==> src/rtl/mc_cpu_if.sv <==
// Instruction and data memory request/acknowledge bus of the multicycle core.
// The core is the master; memories with any latency attach on the slave side.
interface mc_cpu_if #(
  parameter int DATA_W = 16,
  parameter int PC_W   = 8
);
  logic              imem_req;
  logic [PC_W-1:0]   imem_addr;
  logic [15:0]       imem_rdata;
  logic              imem_ack;
  logic              dmem_req;
  logic              dmem_we;
  logic [DATA_W-1:0] dmem_addr;
  logic [DATA_W-1:0] dmem_wdata;
  logic [DATA_W-1:0] dmem_rdata;
  logic              dmem_ack;

  modport master (
    output imem_req, imem_addr, dmem_req, dmem_we, dmem_addr, dmem_wdata,
    input  imem_rdata, imem_ack, dmem_rdata, dmem_ack
  );

  modport slave (
    input  imem_req, imem_addr, dmem_req, dmem_we, dmem_addr, dmem_wdata,
    output imem_rdata, imem_ack, dmem_rdata, dmem_ack
  );
endinterface

==> src/rtl/mc_cpu.sv <==
// Multicycle 16-bit-instruction core: FETCH/DECODE/EXEC/MEM/WB sequencing with
// req/ack instruction and data memories; HALT or an undefined opcode stops it.
module mc_cpu #(
  parameter int DATA_W = 16,
  parameter int PC_W   = 8,
  parameter int NREGS  = 8
) (
  input  logic            clk,
  input  logic            reset,
  mc_cpu_if.master        bus,
  output logic            retire,
  output logic            halted,
  output logic            illegal,
  output logic [PC_W-1:0] pc_dbg
);
  typedef enum logic [2:0] {FETCH, DECODE, EXEC, MEM, WB, STOP} state_t;

  localparam logic [3:0] OP_ADD  = 4'h0;
  localparam logic [3:0] OP_SUB  = 4'h1;
  localparam logic [3:0] OP_AND  = 4'h2;
  localparam logic [3:0] OP_OR   = 4'h3;
  localparam logic [3:0] OP_NOT  = 4'h4;
  localparam logic [3:0] OP_LW   = 4'h5;
  localparam logic [3:0] OP_SW   = 4'h6;
  localparam logic [3:0] OP_BEQ  = 4'h7;
  localparam logic [3:0] OP_JMP  = 4'h9;
  localparam logic [3:0] OP_HALT = 4'hF;

  state_t            state_q, state_d;
  logic [PC_W-1:0]   pc_q, pc_d;
  logic [15:0]       ir_q, ir_d;
  logic [DATA_W-1:0] a_q, a_d, b_q, b_d, imm_q, imm_d, y_q, y_d;
  logic              halted_q, halted_d, illegal_q, illegal_d;
  logic [DATA_W-1:0] regs_q [NREGS];
  logic [DATA_W-1:0] regs_d [NREGS];

  logic [3:0]        opcode;
  logic [2:0]        rs1, rt, rd, wb_reg;
  logic [DATA_W-1:0] rs1_val, rt_val, imm_ext, alu_y;
  logic [PC_W-1:0]   pc_inc, pc_branch, imm_pc;

  assign opcode    = ir_q[15:12];
  assign rs1       = ir_q[11:9];
  assign rt        = ir_q[8:6];
  assign rd        = ir_q[5:3];
  assign wb_reg    = (opcode <= OP_NOT) ? rd : rt;
  assign rs1_val   = (rs1 == 3'd0) ? '0 : regs_q[rs1];
  assign rt_val    = (rt == 3'd0) ? '0 : regs_q[rt];
  assign imm_ext   = DATA_W'($signed(ir_q[5:0]));
  assign imm_pc    = PC_W'($signed(ir_q[5:0]));
  assign pc_inc    = pc_q + PC_W'(1);
  assign pc_branch = pc_inc + imm_pc;

  assign bus.imem_addr  = pc_q;
  assign bus.dmem_addr  = y_q;
  assign bus.dmem_wdata = b_q;
  assign halted         = halted_q;
  assign illegal        = illegal_q;
  assign pc_dbg         = pc_q;

  // LW, SW and ADDI all fall through to the address/immediate sum
  always_comb begin
    alu_y = a_q + imm_q;
    case (opcode)
      OP_ADD:  alu_y = a_q + b_q;
      OP_SUB:  alu_y = a_q - b_q;
      OP_AND:  alu_y = a_q & b_q;
      OP_OR:   alu_y = a_q | b_q;
      OP_NOT:  alu_y = ~a_q;
      default: ;
    endcase
  end

  always_comb begin
    state_d   = state_q;
    pc_d      = pc_q;
    ir_d      = ir_q;
    a_d       = a_q;
    b_d       = b_q;
    imm_d     = imm_q;
    y_d       = y_q;
    halted_d  = halted_q;
    illegal_d = illegal_q;
    for (int i = 0; i < NREGS; i++) regs_d[i] = regs_q[i];
    retire       = 1'b0;
    bus.imem_req = 1'b0;
    bus.dmem_req = 1'b0;
    bus.dmem_we  = 1'b0;

    case (state_q)
      FETCH: begin
        bus.imem_req = 1'b1;
        if (bus.imem_ack) begin
          ir_d    = bus.imem_rdata;
          state_d = DECODE;
        end
      end
      DECODE: begin
        a_d   = rs1_val;
        b_d   = rt_val;
        imm_d = imm_ext;
        if (opcode inside {[4'hA:4'hE]}) begin
          illegal_d = 1'b1;
          halted_d  = 1'b1;
          state_d   = STOP;
        end else begin
          state_d = EXEC;
        end
      end
      EXEC: begin
        y_d = alu_y;
        case (opcode)
          OP_BEQ: begin
            pc_d    = (a_q == b_q) ? pc_branch : pc_inc;
            retire  = 1'b1;
            state_d = FETCH;
          end
          OP_JMP: begin
            pc_d    = ir_q[PC_W-1:0];
            retire  = 1'b1;
            state_d = FETCH;
          end
          OP_HALT: begin
            halted_d = 1'b1;
            retire   = 1'b1;
            state_d  = STOP;
          end
          OP_LW, OP_SW: state_d = MEM;
          default:      state_d = WB;
        endcase
      end
      MEM: begin
        bus.dmem_req = 1'b1;
        bus.dmem_we  = (opcode == OP_SW);
        if (bus.dmem_ack) begin
          if (opcode == OP_SW) begin
            pc_d    = pc_inc;
            retire  = 1'b1;
            state_d = FETCH;
          end else begin
            y_d     = bus.dmem_rdata;
            state_d = WB;
          end
        end
      end
      WB: begin
        if (wb_reg != 3'd0) regs_d[wb_reg] = y_q;
        pc_d    = pc_inc;
        retire  = 1'b1;
        state_d = FETCH;
      end
      STOP:    ;
      default: state_d = FETCH;
    endcase

    // An access in flight when reset arrives is abandoned immediately
    if (reset) begin
      retire       = 1'b0;
      bus.imem_req = 1'b0;
      bus.dmem_req = 1'b0;
      bus.dmem_we  = 1'b0;
    end
  end

  always_ff @(posedge clk) begin
    if (reset) begin
      state_q   <= FETCH;
      pc_q      <= '0;
      ir_q      <= '0;
      a_q       <= '0;
      b_q       <= '0;
      imm_q     <= '0;
      y_q       <= '0;
      halted_q  <= 1'b0;
      illegal_q <= 1'b0;
      for (int i = 0; i < NREGS; i++) regs_q[i] <= '0;
    end else begin
      state_q   <= state_d;
      pc_q      <= pc_d;
      ir_q      <= ir_d;
      a_q       <= a_d;
      b_q       <= b_d;
      imm_q     <= imm_d;
      y_q       <= y_d;
      halted_q  <= halted_d;
      illegal_q <= illegal_d;
      for (int i = 0; i < NREGS; i++) regs_q[i] <= regs_d[i];
    end
  end
endmodule
==> src/flat_wrapper.sv <==
// flat-port wrapper written by rule: the top's interface ports become plain ports
module mc_cpu_flat 
#(
  parameter int DATA_W = 16,
  parameter int PC_W   = 8,
  parameter int NREGS  = 8
)
  (clk, reset, retire, halted, illegal, pc_dbg, bus_imem_req, bus_imem_addr, bus_dmem_req, bus_dmem_we, bus_dmem_addr, bus_dmem_wdata, bus_imem_rdata, bus_imem_ack, bus_dmem_rdata, bus_dmem_ack);
  mc_cpu_if #(.DATA_W(DATA_W), .PC_W(PC_W)) bus_i ();
  input  logic clk;
  input  logic reset;
  output logic retire;
  output logic halted;
  output logic illegal;
  output logic [PC_W-1:0] pc_dbg;
  output wire logic [$bits(bus_i.imem_req)-1:0] bus_imem_req;
  output wire logic [$bits(bus_i.imem_addr)-1:0] bus_imem_addr;
  output wire logic [$bits(bus_i.dmem_req)-1:0] bus_dmem_req;
  output wire logic [$bits(bus_i.dmem_we)-1:0] bus_dmem_we;
  output wire logic [$bits(bus_i.dmem_addr)-1:0] bus_dmem_addr;
  output wire logic [$bits(bus_i.dmem_wdata)-1:0] bus_dmem_wdata;
  input wire logic [$bits(bus_i.imem_rdata)-1:0] bus_imem_rdata;
  input wire logic [$bits(bus_i.imem_ack)-1:0] bus_imem_ack;
  input wire logic [$bits(bus_i.dmem_rdata)-1:0] bus_dmem_rdata;
  input wire logic [$bits(bus_i.dmem_ack)-1:0] bus_dmem_ack;
  assign bus_imem_req = bus_i.imem_req;
  assign bus_imem_addr = bus_i.imem_addr;
  assign bus_dmem_req = bus_i.dmem_req;
  assign bus_dmem_we = bus_i.dmem_we;
  assign bus_dmem_addr = bus_i.dmem_addr;
  assign bus_dmem_wdata = bus_i.dmem_wdata;
  assign bus_i.imem_rdata = bus_imem_rdata;
  assign bus_i.imem_ack = bus_imem_ack;
  assign bus_i.dmem_rdata = bus_dmem_rdata;
  assign bus_i.dmem_ack = bus_dmem_ack;
  mc_cpu #(.DATA_W(DATA_W), .PC_W(PC_W), .NREGS(NREGS)) u_core (.clk(clk), .reset(reset), .bus(bus_i), .retire(retire), .halted(halted), .illegal(illegal), .pc_dbg(pc_dbg));
endmodule
==> config.mk <==
export PLATFORM = sky130hd
export DESIGN_NAME = mc_cpu_flat
export DESIGN_NICKNAME = d
export VERILOG_FILES = /design/src/rtl/mc_cpu_if.sv /design/src/rtl/mc_cpu.sv /design/src/flat_wrapper.sv
export SDC_FILE = /design/constraint.sdc
export NUM_CORES = 1
export LEC_CHECK = 0
export ABC_AREA = 1
export CAP_MARGIN = 30
export CORE_AREA = 10 10 163 165
export DETAILED_ROUTE_END_ITERATION = 6
export DIE_AREA = 0 0 173 175
export DONT_BUFFER_PORTS = 1
export PLACE_DENSITY = 0.84
export SYNTH_ARGS = -nofsm -noshare
export SYNTH_HDL_FRONTEND = slang
export SYNTH_SLANG_ARGS = --single-unit
==> constraint.sdc <==
create_clock -name clk -period 2.55 [get_ports clk]
set_input_delay 0.255 -clock clk [delete_from_list [all_inputs] [get_ports clk]]
set_output_delay 0.255 -clock clk [all_outputs]
set_load 0.01 [all_outputs]
==> results of run 1 <==
==> how the worst min path moves through the flow <==
stage                                                start                                     to  slack (ps)  cells past startpoint
after floorplan           u_core.regs_q[0][0]$_SDFFE_PP0P_       u_core.regs_q[0][0]$_SDFFE_PP0P_         410                      2
after global placement                               reset            u_core.illegal$_SDFFE_PP0P_         340                      1
after detailed placement                             reset            u_core.ir_q[1]$_SDFFE_PP0P_         340                      1
after CTS                                bus_imem_rdata[7]                               register           3                      2
after global routing                    bus_dmem_rdata[13]  u_core.bus.dmem_addr[13]$_SDFFE_PP0P_          40                      4
final                                    bus_imem_rdata[7]                               register        -0.1                      2
==> state kept, by name, summed over array words and instances (netlist names), named ones only <==
name                   cells
u_core.ir_q               16
u_core.halted              1
u_core.bus.imem_addr       8
u_core.imm_q               6
u_core.regs_q            128
u_core.bus.dmem_addr      16
u_core.state_q             3
u_core.bus.dmem_wdata     16
u_core.illegal             1
u_core.a_q                16
==> layer usage <==
layer / GRT usage [%] / wire, um / vias up
met5: 0 / 0 / -
met4: 8.372 / 1353 / 0
met3: 4.936 / 5063 / 133
met2: 45.52 / 20260 / 837
met1: 36.40 / 18010 / 6581
li1: - / - / 6843
==> stage by stage <==
| stage | hold slack [ps] | cells | setup WS (ps) |
|---|---|---|---|
| 2_1_floorplan | 409.8 | 2043 | 2.869 |
| 3_3_place_gp | 339.8 | 2315 | 70.66 |
| 3_5_place_dp | 341.9 | 2315 | 22.17 |
| 4_1_cts | 3.290 | 2389 | 0.02043 |
| 5_1_grt | 35.11 | 2397 | -36.27 |
| 6_report | -0.1042 | 2397 | 88.56 |
==> critical path: cells and delay by family, from the launching register on <==
family | cells | cell delay, ps
buffers and inverters | 3 | 360
flip-flops | 1 | 340
AND/OR/NAND/NOR | 11 | 1100
adder cells (fa/ha/maj) | 1 | 290
AO/OA/AOI/OAI | 2 | 230
==> cells by family after synthesis <==
logic type               synth area share [%]
AND/OR/NAND/NOR                         21.45
buffers and inverters                   10.61
flip-flops                              32.26
XOR/XNOR                               0.9105
adder cells (fa/ha/maj)                 7.228
AO/OA/AOI/OAI                           27.55
==> cell usage after synthesis, types with 9 or more instances <==
master      n  area (um^2)
inv_2      11        41.29
xor2_1      9        78.83
o21ai_0   267         1336
nor2_1    221        829.6
o22ai_1    11        68.82
buf_1      10        37.54
inv_1     231        867.1
nand4_1    14        87.58
nand2_1   316         1186
a21oi_1   272         1361
nand3_1   104        520.5
buf_2      22        110.1
o21ai_1    45        225.2
dfxtp_1   217         4344
ha_1       73        913.4
o211ai_1   70        525.5
clkbuf_1   79        296.5
==> area by class of cell <==
cell class	count	area (um^2)
antenna	1	2.502
multi-input combinational	1463	7866
inverter	243	917.1
clock inverter	8	113.9
sequential	217	4353
tap	319	399.1
fill	2009	7878
clock buffer	37	720.7
timing repair buffer	109	1012
==> power by group <==
group | leakage (nW) | switching [mW] | total (mW) | internal (mW)
logic | 4.41 | 4.61 | 6.97 | 2.37
clock network | 0.403 | 1.51 | 3.68 | 2.17
registers | 1.76 | 0.528 | 4.25 | 3.72
==> what timing repair did <==
item                                    4_1_cts  5_1_grt
hold buffers                                 29        0
buffers inserted                              0        6
pin swaps                                     0        8
endpoints found under the hold margin        90        0
gates cloned                                  0        1
gates resized for setup                       1       43
endpoints found under the setup margin        1       17
==> flow_summary.yaml, run 1 <==
floorplan:
  start_util_pct: 57.90
  core_um2: 23260
  pin_count: 90
  die_area_um2: 30280
  die-width_um: 173
  row_count: 56
  die-height_um: 175
setup_path:
  crit_slowest_cell: "dfxtp_2"
  endpoint: "u_core.bus.dmem_addr[13]$_SDFFE_PP0P_"
  cp_common_cell: "nand2_1"
  path_cells: "nor2_4 > nand2_4 > buf_8 > o21ai_0 > inv_1 > ha_4 > nand2_1 > inv_1 > nand2_1 > nor3_1 > nand2_2 > nand2_1 > nand2_1 > nand3_1 > nand4_1 > nand2_1 > a21oi_1"
  cp.required_ps: 2950
  cp.arrival_ps: 2870
  criticalPathCategory: "register to register"
  startpoint: "u_core.ir_q[13]$_SDFFE_PP0P_"
  cp_max_fo: 9
  worst_r2r_endpoint: "u_core.bus.dmem_addr[13]$_SDFFE_PP0P_"
  critPathLaunchType: "register"
  end_kind: "register"
  r2r_cells: 17
  cpPeakStageDelay_ps: 340
  rr_startpoint: "u_core.ir_q[13]$_SDFFE_PP0P_"
  r2r_setup_slack_ps: 90
timing:
  slew_violations: 0
  holdWs_ps: -0.1042
  fmax_mhz: 406.3
  hold_viol: 1
  worst_pin_slew_ps: 827.3
  rsz0062_at_grt: "true"
  finalClockSkew_ps: 19.03
  fin_crit_sh_pct: 96.53
  min_period_ps: 2461
  setup_tns_ps: 0
  relSlewSlack_pct: 44.77
  setup_viol: 0
clock_network:
  cts_tree: "done"
  cts_buffers: 25
  clockBufferDepth: 3
  cts.clk_slew.worst_paths_ps: 60
  clock_latency_ps: 550
  clock-sinks: 217
  root_buffer: "clkbuf_16"
  cts_max_level: 1
route:
  ant_nets: 0
  dr.pass1.iters: 7
  drc: 15
  drt-vias-per-instance: 6.005
  routed_wl_mm: 44.69
  vias: 14394
  wl_per_cell_um: 18.64
  drtIter0Drc: 1731
global_routing:
  grt_max_degree: 69
  antenna_found_initial: 1
  grtUsageTotal_pct: 27.73
  grt_pass1_vias: 13238
  grt_first_pass_wirelength_mm: 70.04
  gr-total-overflow: 0
final_layout:
  most-common-layout-cells: "nand2_1, a21oi_1, o21ai_0"
  fin_area_um2: 15380
  final_util_pct: 66.14
  layout_commonest_cell: "nand2_1"
  final_nets: 2171
  drive_above_1_share_pct: 9.389
  area_growth_pct: 14.23
synth:
  synth_nets: 2155
  ys_warn_count: 0
  ys_types: 46
  syn_inst: 2043
  async_flop_share_pct: 0
  synth-seq-cells: 217
  syn_area_um2: 13470
  synth_ff_type: "dfxtp_1"
  synth_edf_count: 0
  ys_seq_area_share_pct: 32.26
  avgSynthCellArea_um2: 6.592
min_path:
  hold_path_class: "primary input to register"
placement:
  io_buffers: 0
  dp_hpwl_mm: 30.76
  placed_cell_area_um2: 13980
  place_congestion: 0.9965
run_status:
  violations: "design-rule violations, negative hold slack"
  status: "complete, but fails checks"
power_and_ir_drop:
  power.density_nw_per_um2: 968.6
  peakVddDrop_mv: 0.5937
  leakagePower_nw: 6.574
  p_total_mw: 14.90
flow_run:
  maxCapViolCount: 0
No activity file was read; power rests on OpenSTA's default activity.
==> inputs of run 2 (changes only) <==
- CORE_AREA: 10 10 163 165 -> 2 2 155 157
- DIE_AREA: 0 0 173 175 -> 0 0 157 159
==> flow_summary.yaml, run 2 (synthesis gave the netlist of run 1 again) <==
power_and_ir_drop:
  power.density_nw_per_um2: 959.5
  peakVddDrop_mv: 0.6256
  p_total_mw: 14.51
  leakagePower_nw: 6.435
floorplan:
  die-width_um: 157
  die_area_um2: 24960
  start_util_pct: 58.07
  row_count: 56
  pin_count: 90
  die-height_um: 159
  core_um2: 23190
timing:
  fmax_mhz: 405.8
  fin_crit_sh_pct: 96.64
  setup_tns_ps: 0
  worst_pin_slew_ps: 776.1
  min_period_ps: 2464
  slew_violations: 0
  hold_viol: 0
  rsz0062_at_grt: "true"
  finalClockSkew_ps: 14.17
  setup_viol: 0
  relSlewSlack_pct: 48.26
clock_network:
  cts.clk_slew.worst_paths_ps: 60
  clockBufferDepth: 3
  cts_max_level: 1
  cts_tree: "done"
  clock-sinks: 217
  clock_latency_ps: 540
  root_buffer: "clkbuf_16"
  cts_buffers: 25
final_layout:
  fin_area_um2: 15130
  final_nets: 2158
  layout_commonest_cell: "nand2_1"
  area_growth_pct: 12.32
  drive_above_1_share_pct: 9.135
  most-common-layout-cells: "nand2_1, a21oi_1, o21ai_0"
  largest_reg_flops: 128
  top_register: "u_core.regs_q"
  fill_cells: 2033
  final_util_pct: 65.22
  n_antenna_cell: 0
route:
  ant_nets: 0
  drc: 0
  drt-vias-per-instance: 6.014
  dr.pass1.iters: 5
  drtIter0Drc: 1555
  vias: 14296
  wl_per_cell_um: 18.11
  routed_wl_mm: 43.04
placement:
  io_buffers: 0
  placed_cell_area_um2: 13990
  place_congestion: 0.9682
  dp_hpwl_mm: 29.18
setup_path:
  criticalPathCategory: "register to register"
  cp.required_ps: 2960
  critPathLaunchType: "register"
  crit_slowest_cell: "ha_1"
  cp.buffers_inverters: 2
  cp.arrival_ps: 2870
  path_cells: "nor2_2 > nand2_4 > buf_4 > nand2_1 > o21ai_0 > ha_1 > nand2_1 > inv_1 > a21oi_1 > nand2_2 > nand2_1 > nand3b_1 > nand3_1 > nand2_1 > o21ai_0 > a21oi_1"
  cpPeakStageDelay_ps: 380
  crit_family: "simple AND/OR/NAND/NOR gates"
  end_kind: "register"
  cp_max_fo: 8
  cp_common_cell: "nand2_1"
run_status:
  status: "completed"
flow_run:
  maxCapViolCount: 0
global_routing:
  antenna_found_initial: 0
  grtUsageTotal_pct: 33.70
  grt_first_pass_wirelength_mm: 68.31
  grt_max_degree: 113
  gr-total-overflow: 0
  grt_pass1_vias: 13087
min_path:
  hold_path_class: "primary input to register"
run 2: final cells by class:
cell class / count / area [um^2] / share of cell area, %
Tap cell: 319 / 399.1 / 2.639
Timing Repair Buffer: 96 / 848.3 / 5.608
Sequential cell: 217 / 4353 / 28.78
Clock inverter: 9 / 80.08 / 0.5294
Multi-Input combinational cell: 1463 / 7869 / 52.02
Clock buffer: 30 / 664.4 / 4.392
Inverter: 243 / 913.4 / 6.038
run 2: layer usage:
layer | track usage [%] | routed length [um] | vias up
met1 | 46.67 | 17980 | 6613
met4 | 9.800 | 899 | 0
met3 | 6.396 | 4576 | 95
met2 | 53.45 | 19590 | 776
met5 | 0 | 0 | -
li1 | - | - | 6812
run 2: power by group:
group / switching (mW) / total [mW] / internal (mW)
Combinational: 4.54 / 6.86 / 2.32
Sequential: 0.543 / 4.27 / 3.72
Clock: 1.45 / 3.39 / 1.94
run 2: final timing paths:
check | start | to | slack [ps] | depth (start not counted)
hold reg to reg | u_core.regs_q[0][10]$_SDFFE_PP0P_ | u_core.regs_q[0][10]$_SDFFE_PP0P_ | 440 | 2
hold / removal | bus_dmem_rdata[10] | u_core.bus.dmem_addr[10]$_SDFFE_PP0P_ | 4 | 4
setup / recovery | u_core.ir_q[13]$_SDFFE_PP0P_ | u_core.bus.dmem_addr[9]$_SDFFE_PP0P_ | 90 | 16
setup reg to reg | u_core.ir_q[13]$_SDFFE_PP0P_ | u_core.bus.dmem_addr[9]$_SDFFE_PP0P_ | 90 | 16
run 2: timing repair:
item	in CTS	in global routing
endpoints found under the setup margin	2	15
pin swaps	0	4
hold buffers	19	0
resized for setup	3	38
endpoints found under the hold margin	91	0
buffers inserted	0	1
run 2: tightest hold or removal path, cell delays in order:
cell and delay (ps):
nor2_1 80, nor2_1 50, nand2_1 50, a21oi_1 50
run 2: metrics by stage:
stage	hold WS (ps)	setup slack, ps	cells
floorplan	409.8	2.869	2043
finish	4.262	85.65	2377
global route	9.773	-47.56	2377
global placement	334.8	33.84	2318
detailed placement	333.1	-58.31	2318
CTS	0.6772	16.46	2376
==> inputs of run 3 (changes only) <==
==> constraint.sdc (replaced) <==
create_clock -name clk -period 2.55 [get_ports clk]
set_input_delay 0.765 -clock clk [delete_from_list [all_inputs] [get_ports clk]]
set_output_delay 0.765 -clock clk [all_outputs]
set_load 0.01 [all_outputs]
==> flow_summary.yaml, run 3 (synthesis gave the netlist of run 1 again) <==
floorplan:
  start_util_pct: 58.07
  die_area_um2: 24960
  pin_count: 90
  die-width_um: 157
  core_um2: 23190
  row_count: 56
  die-height_um: 159
global_routing:
  grtUsageTotal_pct: 34.43
  antenna_found_initial: 0
  grt_first_pass_wirelength_mm: 69.35
  grt_pass1_vias: 13121
  gr-total-overflow: 0
  grt_max_degree: 135
final_layout:
  n_antenna_cell: 0
  layout_commonest_cell: "nand2_1"
  multi_input_area_um2: 7876
  drive_above_1_share_pct: 10.32
  regArea_um2: 4352
  most-common-layout-cells: "nand2_1, a21oi_1, o21ai_0"
  largest_reg_flops: 128
  final_nets: 2151
  fill_cells: 2079
  area_growth_pct: 12.23
  top_register: "u_core.regs_q"
route:
  wl_per_cell_um: 18.58
  drtIter0Drc: 1535
  dr.pass1.iters: 5
  vias: 14294
  drt-vias-per-instance: 6.021
  routed_wl_mm: 44.11
  drc: 0
  ant_nets: 0
clock_network:
  clock-sinks: 217
  cts.clk_slew.worst_paths_ps: 70
  root_buffer: "clkbuf_16"
  clock_latency_ps: 540
  clockBufferDepth: 3
  cts_buffers: 24
  ctsHoldBuffers: 0
  cts_tree: "done"
  cts_max_level: 1
setup_path:
  cp.arrival_ps: 1730
  rr_startpoint: "u_core.bus.imem_addr[0]$_SDFFE_PP0P_"
  cp_max_fo: 6
  critPathLaunchType: "register"
  r2r_setup_slack_ps: 180
  worst_r2r_endpoint: "u_core.bus.imem_addr[6]$_SDFFE_PP0P_"
  cp.required_ps: 1790
  endpoint: "retire"
  r2r_cells: 15
  criticalPathCategory: "register to primary output"
  startpoint: "u_core.ir_q[14]$_SDFFE_PP0P_"
  end_kind: "primary output"
power_and_ir_drop:
  p_total_mw: 14.74
  leakagePower_nw: 6.445
  sw_frac_of_total_pct: 44.47
  p_switching_mw: 6.555
  power_frac_comb_pct: 47.2
  seqPwrFrac_pct: 28.5
  peakVddDrop_mv: 0.6412
  clockPowerShare_pct: 24.4
  power.density_nw_per_um2: 975.3
  p_int_mw: 8.186
timing:
  worst_slack_ps: 52.89
  fin_crit_sh_pct: 97.93
  rsz0062_at_grt: "true"
  worst_pin_slew_ps: 725.3
  min_period_ps: 2497
  setup_viol: 0
  slew_violations: 0
  holdWs_ps: 307.4
  finalClockSkew_ps: 12.13
  hold_viol: 0
  fmax_mhz: 400.5
  relSlewSlack_pct: 51.53
flow_run:
  maxCapViolCount: 0
run_status:
  status: "completed"
placement:
  place_ws_ps: -47.21
  dp_hpwl_mm: 30.66
  io_buffers: 0
  place_congestion: 0.9976
min_path:
  hold_path_class: "primary input to register"
  holdPathStages: 1
==> run 3: changes by cell type in the layout (fill, tap and decap cells not counted), sizes merged <==
cell,delta
clkinv,-2
buf,+12
dlygate4sd3,-18
clkbuf,+4
bufinv,+1
==> run 3: through the flow <==
step           util, %  cell area, um^2  TNS [ps]  instances
2_1_floorplan        -            13470         0       2043
3_3_place_gp     60.87            14120         0       2330
3_5_place_dp     60.87            14120    -113.7       2330
4_1_cts          64.32            14920         0       2372
5_1_grt          65.17            15110    -58.35       2374
6_report         65.17            15110         0       2374
==> run 3: worst max-delay path: stages, from the launching register on <==
cell and delay, ps:
dfxtp_1 360, buf_4 160, inv_2 70, nor2_4 170, nand3_1 90, o221ai_1 180, nand2_1 90, inv_2 80
==> run 3: layout make-up <==
class | instances | share of cell area [%]
Sequential cell | 217 | 28.79
Multi-Input combinational cell | 1463 | 52.11
Clock buffer | 34 | 4.627
Clock inverter | 8 | 0.6374
Inverter | 243 | 6.060
Tap cell | 319 | 2.641
Timing Repair Buffer | 90 | 5.132
==> run 3: worst min-delay path by stage <==
| stage | startpoint | endpoint | slack, ps |
|---|---|---|---|
| after floorplan | u_core.regs_q[0][0]$_SDFFE_PP0P_ | u_core.regs_q[0][0]$_SDFFE_PP0P_ | 410 |
| after CTS | reset | u_core.regs_q[0][0]$_SDFFE_PP0P_ | 290 |
| after detailed placement | u_core.regs_q[0][14]$_SDFFE_PP0P_ | u_core.regs_q[0][14]$_SDFFE_PP0P_ | 420 |
| final | reset | u_core.ir_q[1]$_SDFFE_PP0P_ | 310 |
| after global placement | u_core.regs_q[0][1]$_SDFFE_PP0P_ | u_core.regs_q[0][1]$_SDFFE_PP0P_ | 420 |
| after global routing | reset | u_core.ir_q[1]$_SDFFE_PP0P_ | 310 |
==> run 3: power groups by stage <==
stage               clock network, mW  logic [mW]  registers [mW]
global placement                    0        6.38            4.22
detailed placement                  0        6.50            4.23
CTS                              3.59        6.56            4.16
finish                           3.59        6.95            4.19
global route                     3.73        7.63            4.23
floorplan                           0        4.57            4.17
==> run 3: metal layers <==
metal / vias up / part of all wire (%) / GRT usage, %
met1: 6662 / 42 / 48.68
met2: 744 / 45 / 53.43
met3: 83 / 11 / 6.750
li1: 6805 / - / -
met4: 0 / 1.9 / 9.675
met5: - / 0 / 0
==> run 3: repair_timing <==
action / 4_1_cts / 5_1_grt
gates resized for setup: 3 / 55
setup endpoints to repair: 7 / 17
buffers inserted: 0 / 2
pin swaps: 0 / 6
